## src/rtl/fetch_if_id_pkg.sv

```systemverilog
// Shared pipeline constants: PC width, NOP encoding, reset vector and fetch FSM encoding.
package fetch_if_id_pkg;
  localparam int PC_W = 32;
  localparam logic [PC_W-1:0] NOP_INSTR    = 32'h0000_0000;
  localparam logic [PC_W-1:0] RESET_PC_DEF = 32'h0000_0000;

  typedef enum logic {
    ST_RUN  = 1'b0,
    ST_HALT = 1'b1
  } fetch_state_t;
endpackage

```

## src/rtl/fetch_if_id_stat_counter.sv

```systemverilog
// Wrapping statistics counter; synchronous active-low clear wins over enable.
// Single-cycle update, no backpressure.
module stat_counter #(
  parameter int CNT_W = 32
) (
  input  logic             clk,
  input  logic             clr_n,
  input  logic             en,
  output logic [CNT_W-1:0] cnt
);
  always_ff @(posedge clk) begin
    if (!clr_n) cnt <= '0;
    else if (en) cnt <= cnt + 1'b1;
  end
endmodule

```

## src/rtl/fetch_if_id.sv

```systemverilog
// Fetch stage + IF/ID register: instruction at PC appears on IR_o one cycle later.
// Stall holds PC and IF/ID; redirect flushes and overrides stall/halt.
module fetch_if_id
  import fetch_if_id_pkg::*;
#(
  parameter logic [PC_W-1:0] RESET_PC = RESET_PC_DEF,
  parameter logic [PC_W-1:0] NOP      = NOP_INSTR,
  parameter int              CNT_W    = 32
) (
  input  logic             clk,
  input  logic             rst,
  input  logic             stall_i,
  input  logic             jump_rst,
  input  logic [PC_W-1:0]  jump_pc_i,
  input  logic             halt_i,
  input  logic             go_i,
  output logic [PC_W-1:0]  imem_addr_o,
  input  logic [PC_W-1:0]  imem_data_i,
  output logic [PC_W-1:0]  IR_o,
  output logic [PC_W-1:0]  PC_o,
  output logic             valid_o,
  output logic             halted_o,
  output logic [CNT_W-1:0] cycle_cnt_o,
  output logic [CNT_W-1:0] instr_cnt_o,
  output logic [CNT_W-1:0] jump_cnt_o,
  output logic [CNT_W-1:0] stall_cnt_o
);
  fetch_state_t    state, state_n;
  logic [PC_W-1:0] pc, pc_n, ir_n, pc_o_n;
  logic            valid_n;
  logic            run;
  logic [PC_W-1:0] pc_inc;

  assign run         = (state == ST_RUN);
  assign pc_inc      = pc + 32'd1;
  assign imem_addr_o = pc;
  assign halted_o    = (state == ST_HALT);

  always_ff @(posedge clk) begin
    if (!rst) begin
      state   <= ST_RUN;
      pc      <= RESET_PC;
      IR_o    <= NOP;
      PC_o    <= '0;
      valid_o <= 1'b0;
    end else begin
      state   <= state_n;
      pc      <= pc_n;
      IR_o    <= ir_n;
      PC_o    <= pc_o_n;
      valid_o <= valid_n;
    end
  end

  always_comb begin
    state_n = state;
    pc_n    = pc;
    ir_n    = IR_o;
    pc_o_n  = PC_o;
    valid_n = valid_o;
    // Redirect beats everything in both states: the IF/ID word is wrong-path.
    if (jump_rst) begin
      state_n = ST_RUN;
      pc_n    = jump_pc_i;
      ir_n    = NOP;
      pc_o_n  = '0;
      valid_n = 1'b0;
    end else if (run) begin
      if (halt_i && valid_o && !stall_i) begin
        state_n = ST_HALT;
        ir_n    = NOP;
        valid_n = 1'b0;
      end else if (!stall_i) begin
        pc_n    = pc_inc;
        ir_n    = imem_data_i;
        pc_o_n  = pc_inc;
        valid_n = 1'b1;
      end
    end else if (go_i) begin
      state_n = ST_RUN;
    end
  end

  stat_counter #(.CNT_W(CNT_W)) u_cycle_cnt (
    .clk(clk), .clr_n(rst), .en(run), .cnt(cycle_cnt_o));
  stat_counter #(.CNT_W(CNT_W)) u_instr_cnt (
    .clk(clk), .clr_n(rst), .en(run && valid_o && !stall_i && !jump_rst), .cnt(instr_cnt_o));
  stat_counter #(.CNT_W(CNT_W)) u_jump_cnt (
    .clk(clk), .clr_n(rst), .en(jump_rst), .cnt(jump_cnt_o));
  stat_counter #(.CNT_W(CNT_W)) u_stall_cnt (
    .clk(clk), .clr_n(rst), .en(run && stall_i && !jump_rst), .cnt(stall_cnt_o));
endmodule

```

## config.mk

```make
export PLATFORM = sky130hd
export DESIGN_NAME = fetch_if_id
export DESIGN_NICKNAME = d
export VERILOG_FILES = /design/src/rtl/fetch_if_id_pkg.sv /design/src/rtl/fetch_if_id_stat_counter.sv /design/src/rtl/fetch_if_id.sv
export SDC_FILE = /design/constraint.sdc
export NUM_CORES = 1
export LEC_CHECK = 0
export CAP_MARGIN = 10
export CORE_ASPECT_RATIO = 1.4
export CORE_UTILIZATION = 50
export CTS_BUF_LIST = sky130_fd_sc_hd__clkbuf_4
export DETAILED_ROUTE_END_ITERATION = 6
export GPL_TIMING_DRIVEN = 1
export PLACE_DENSITY_LB_ADDON = 0.08
export SYNTH_ARGS = -nofsm -noshare
export SYNTH_HDL_FRONTEND = slang
export SYNTH_HIERARCHICAL = 1
export SYNTH_SLANG_ARGS = --single-unit
```

## constraint.sdc

```tcl
create_clock -name clk -period 3.48 [get_ports clk]
set_input_delay 0.87 -clock clk [delete_from_list [all_inputs] [get_ports clk]]
set_output_delay 0.87 -clock clk [all_outputs]
set_load 0.005 [all_outputs]
```

# After elaboration in Yosys (flattened, before gate mapping)
# Index checks and enable logic that the tools add are counted.
# Widths: inputs -> output; s select.
dict set report word_totals {
  reg_bits 226
  input_bits 70
  out_inout_bits 226
  word_cells 46
}
dict set report op_classes {
  n_addsub 5
  n_eq_ne 4
  muxes 11
  n_bitwise 4
  n_reduce_logical 13
}
# operator count
set op_table {}
lappend op_table {{$mux 32} 6}
lappend op_table {{$add 32x1->32 const B} 5}
lappend op_table {{$logic_and 1x1->1} 7}
lappend op_table {{$reduce_and 3->1} 2}
lappend op_table {{$mux 1} 5}
lappend op_table {{$ne 2x1->1 const B} 2}
lappend op_table {{$ne 2x2->1 const B} 2}
lappend op_table {{$not 1->1} 4}
lappend op_table {{$logic_not 1->1} 2}
lappend op_table {{$reduce_and 2->1} 1}
lappend op_table {{$reduce_or 2->1} 1}

# Depth between registers and ports, before layout
dict set report logic_depth {
  word_depth 5
  ltp_mapped 11
  depth_no_buf 6
}

# By module
# The synthesis kept the hierarchy.
# mod instances cells_each area_per_inst_um2
set modules_own_cells {}
lappend modules_own_cells {stat_counter 4 176 1562.7}
lappend modules_own_cells {fetch_if_id 1 490 4297.9}

# Worst setup path before layout
# OpenSTA, ideal clock, no wires.
dict set report synth_timing {
  path_type {in2reg}
  startpoint {input jump_rst}
  endpoint {register u_instr_cnt.cnt[26]}
  setup_time_ns 0.135
  arrival_ns 2.832
  required_time_ns 3.345
  setup_slack_ns 0.513
  cell_stages 11
  path_cell_list {clkbuf_1 inv_1 clkbuf_1 and3_1 buf_2 and4_1 buf_2 nand4_1 clkbuf_1 o311ai_0 o41ai_1}
}
dict set report synth_between {
  elab_chain_len 2
}
# element line
set synth_rtl {}
lappend synth_rtl {{start, declared} fetch_if_id.sv:13} ;# input logic jump_rst,
lappend synth_rtl {{$logic_not 1->1} fetch_if_id.sv:87} ;# .clk(clk), .clr_n(rst), .en(run && valid_o && !stall_i && !jump_rst), .cnt(instr_cnt_o));
lappend synth_rtl {{$logic_and 1x1->1} fetch_if_id.sv:87}
lappend synth_rtl {{end signal, assigned} fetch_if_id_stat_counter.sv:13} ;# else if (en) cnt <= cnt + 1'b1;
lappend synth_rtl {{end, declared} fetch_if_id_stat_counter.sv:9} ;# output logic [CNT_W-1:0] cnt
# No other way between the ends.
# A chain may end at the register's enable or synchronous reset.

# Worst setup path after layout
dict set report layout_timing {
  startpoint {register state, in the netlist halted_o}
  endpoint {output halted_o}
}
# element line
set layout_lines {}
lappend layout_lines {{start, declared} fetch_if_id.sv:28} ;# fetch_state_t state, state_n;
lappend layout_lines {{start signal, assigned} fetch_if_id.sv:47} ;# state <= state_n;
lappend layout_lines {{end, declared} fetch_if_id.sv:22} ;# output logic halted_o,
# No word-level cell between the ends.

==> impl_metrics.csv <==
group,metric,value,unit
status,status,"finished with violations",
status,failed_checks,"design-rule violations",
synthesis,synthCells,1194,
synthesis,synth-edff-count,0,
clocking,cts.sinks,226,
min_path,hold_depth,2,
setup_path,reg2reg_depth,6,
setup_path,crit_path_start_kind,"flop",
timing,setup_violations,0,
detailed_routing,drt-met1-wl,11600,um
synthesis,synth_seq_area_share,0.429,
die,die_x,125,um
power_and_ir_drop,leakage,0.00494,uW
detailed_routing,top_layer,"met4",
place,gp_congestion,0.833,
final_layout,nNetsFinal,1551,
setup_path,path_max_fanout,7,
detailed_routing,drt-initial-drc-count,559,
place,dp_cells,1674,
final_layout,multiInputGateArea,5510,um^2
timing,period_share,0.778,
timing,maxSlewHeadroom,0.511,
clocking,cts_hold_buf,0,
synthesis,synth.distinct_cells,55,
final_layout,stdcell_count,1774,
timing,hold_viol_final,0,
global_route,gr-total-overflow,0,
power_and_ir_drop,power_density,386,nW/um^2
synthesis,synth.cell_area,10500,um^2
die,ios,296,
setup_path,critical-path-top-delay-family,"buffers and inverters",
setup_path,cpPeakStageDelay,0.68,ns
setup_path,required,2.61,ns
place,numPortBuffers,295,
final_layout,layout-drive-gt1-share,0.0883,
global_route,grt_max_degree,72,
timing,fmax,369,MHz
timing,period_needed,2.71,ns
die,dieArea,21700,um^2
timing,fin_setup_tns,0,ns
global_route,antenna_found_initial,1,
synthesis,ys.flop_type,"dfxtp_1",
timing,slew_violations,0,
clocking,cts_buffers,56,
synthesis,synth_seq_cells,226,
final_layout,seq_area,4520,um^2
detailed_routing,dr_wl_met2,15100,um
die,die_h,174,um
setup_path,path_cells,"clkdlybuf4s50_1",
clocking,clk_latency,0.67,ns
synthesis,syn_area_per_cell,8.83,um^2
detailed_routing,ant_nets,0,
synthesis,synth_nets,1269,
clocking,post_cts_buffers,0,
final_layout,layout_commonest_cell,"clkdlybuf4s50_1",
global_route,grt_pass1_vias,9823,
setup_path,worst-path-stages,1,
place,hpwl,21000,um
detailed_routing,wl_per_cell,16.9,um
setup_path,crit_type,"flop to output port",
power_and_ir_drop,ir_drop,0.294,mV
clocking,cts_tree,"yes",
final_layout,fill_cells,1721,
clocking,cts_resized,0,
setup_path,cp.arrival,1.84,ns
global_route,grt_use_total,0.272,
detailed_routing,drt_wl_total,29900,um
min_path,min_path_type,"flop to flop",
timing,worst_pin_slew,0.728,ns
global_route,grt_pass1_wl,48900,um
setup_path,worst-path-buf-inv,1,
timing,rsz0062_at_grt,"false",
die,core-area,20600,um^2
job,cap_violations,0,
final_layout,area_growth,35.7,%
synthesis,yosysWarningCount,6,
clocking,cts-root-buf,"clkbuf_4",
detailed_routing,vias,10200,
clocking,h-tree-depth,2,
detailed_routing,first_pass_iters,7,
detailed_routing,drc,34,
clocking,clkTransAtPathRegs,0.07,ns
die,initial_core_util,0.511,
synthesis,async_reset_ff_frac,0,
clocking,clockBufferDepth,3,
setup_path,slowest_stage,"clkdlybuf4s50_1",
detailed_routing,routed_via_density,5.73,
timing,skew,0.0275,ns
final_layout,layout_common_cells,"clkdlybuf4s50_1, dfxtp_1, nand2_1",
die,row_count,62,
setup_path,worstSetupEndpointType,"output port",
detailed_routing,wl_met3,2310,um
==> power by group <==
| group | switching, uW | leakage, uW | total (uW) | internal (uW) |
|---|---|---|---|---|
| sequential | 75.7 | 0.00184 | 2720 | 2650 |
| combinational | 211 | 0.00267 | 466 | 255 |
| clock | 1060 | 0.000436 | 2340 | 1270 |
==> path summary, 6_finish.rpt <==
kind                       start  slack [ns]        to
setup / recovery        halted_o        0.77  halted_o
setup reg to reg  imem_addr_o[0]        1.06  PC_o[26]
hold / removal          PC_o[31]        0.45  PC_o[31]
hold reg to reg         PC_o[31]        0.45  PC_o[31]
==> cells in the mapped netlist (4+ instances only) <==
master,number,area [um^2]
dfxtp_1,226,4520
nand2_1,103,387
nor2_1,78,293
a21oi_1,67,335
o21ai_0,67,335
clkbuf_1,62,233
xor2_1,61,534
nand3_1,53,265
nand4_1,53,332
nand2b_1,43,269
xnor2_1,40,350
a22o_1,34,298
o41ai_1,28,245
inv_1,26,97.6
o311ai_0,20,175
or3_1,20,125
nor4_1,18,113
nor3_1,17,85.1
mux2i_1,16,160
and4_1,13,114
o31ai_1,13,97.6
or4_1,13,97.6
and3_1,12,75.1
buf_2,12,60.1
a211oi_1,8,60.1
o311ai_1,8,70.1
and2_1,7,43.8
nand4_2,6,75.1
ha_1,5,62.6
or4_4,5,56.3
and3_2,4,30.0
buf_6,4,45.0
buf_8,4,60.1
clkbuf_2,4,20.0
nor3b_1,4,30.0
o311ai_2,4,65.1
o41ai_2,4,65.1
or2_1,4,25.0
==> final cells by class <==
type | instances | area share
antenna | 1 | 0.000175
sequential | 226 | 0.316
multi-input combinational | 853 | 0.385
timing repair buffer | 313 | 0.217
clock inverter | 19 | 0.0105
inverter | 26 | 0.00682
clock buffer | 80 | 0.0419
tap | 256 | 0.0224
==> through the flow <==
| step | instance area, um^2 | worst slack [ns] | util | total power [uW] | hold slack [ns] |
|---|---|---|---|---|---|
| 2_1_floorplan | 10500 | 0.513 | - | 2970 | 0.435 |
| 3_3_place_gp | 13600 | 0.307 | 0.657 | 3230 | 0.428 |
| 3_5_place_dp | 13600 | 0.262 | 0.657 | 3240 | 0.439 |
| 4_1_cts | 14300 | 0.711 | 0.694 | 5590 | 0.453 |
| 5_1_grt | 14300 | 0.685 | 0.694 | 5760 | 0.479 |
| 6_report | 14300 | 0.771 | 0.694 | 5520 | 0.446 |
==> cell families (layout without fill, tap and decap cells) <==
family                   Yosys count  after routing  share of synthesized area
AO/OA/AOI/OAI                    269            269                      0.178
XOR/XNOR                         101            101                     0.0839
adder cells (fa/ha/maj)            5              5                    0.00593
buffers and inverters            115            438                     0.0499
flip-flops                       226            226                      0.429
multiplexers                      16             16                     0.0152
other                              0              1                          0
AND/OR/NAND/NOR                  462            462                      0.238
==> sequential cells by signal (all words and copies together) (netlist names) <==
name             cells
IR_o                32
PC_o                32
halted_o             1
imem_addr_o         32
u_cycle_cnt/cnt     32
u_instr_cnt/cnt     32
u_jump_cnt/cnt      32
u_stall_cnt/cnt     32
valid_o              1
==> layer usage <==
layer / global-route usage / up-vias
met5: 0 / -
met4: 0.115 / 0
met3: 0.0796 / 62
met2: 0.483 / 346
li1: - / 4966
met1: 0.302 / 4787
Power figures use the tool's default switching activity.
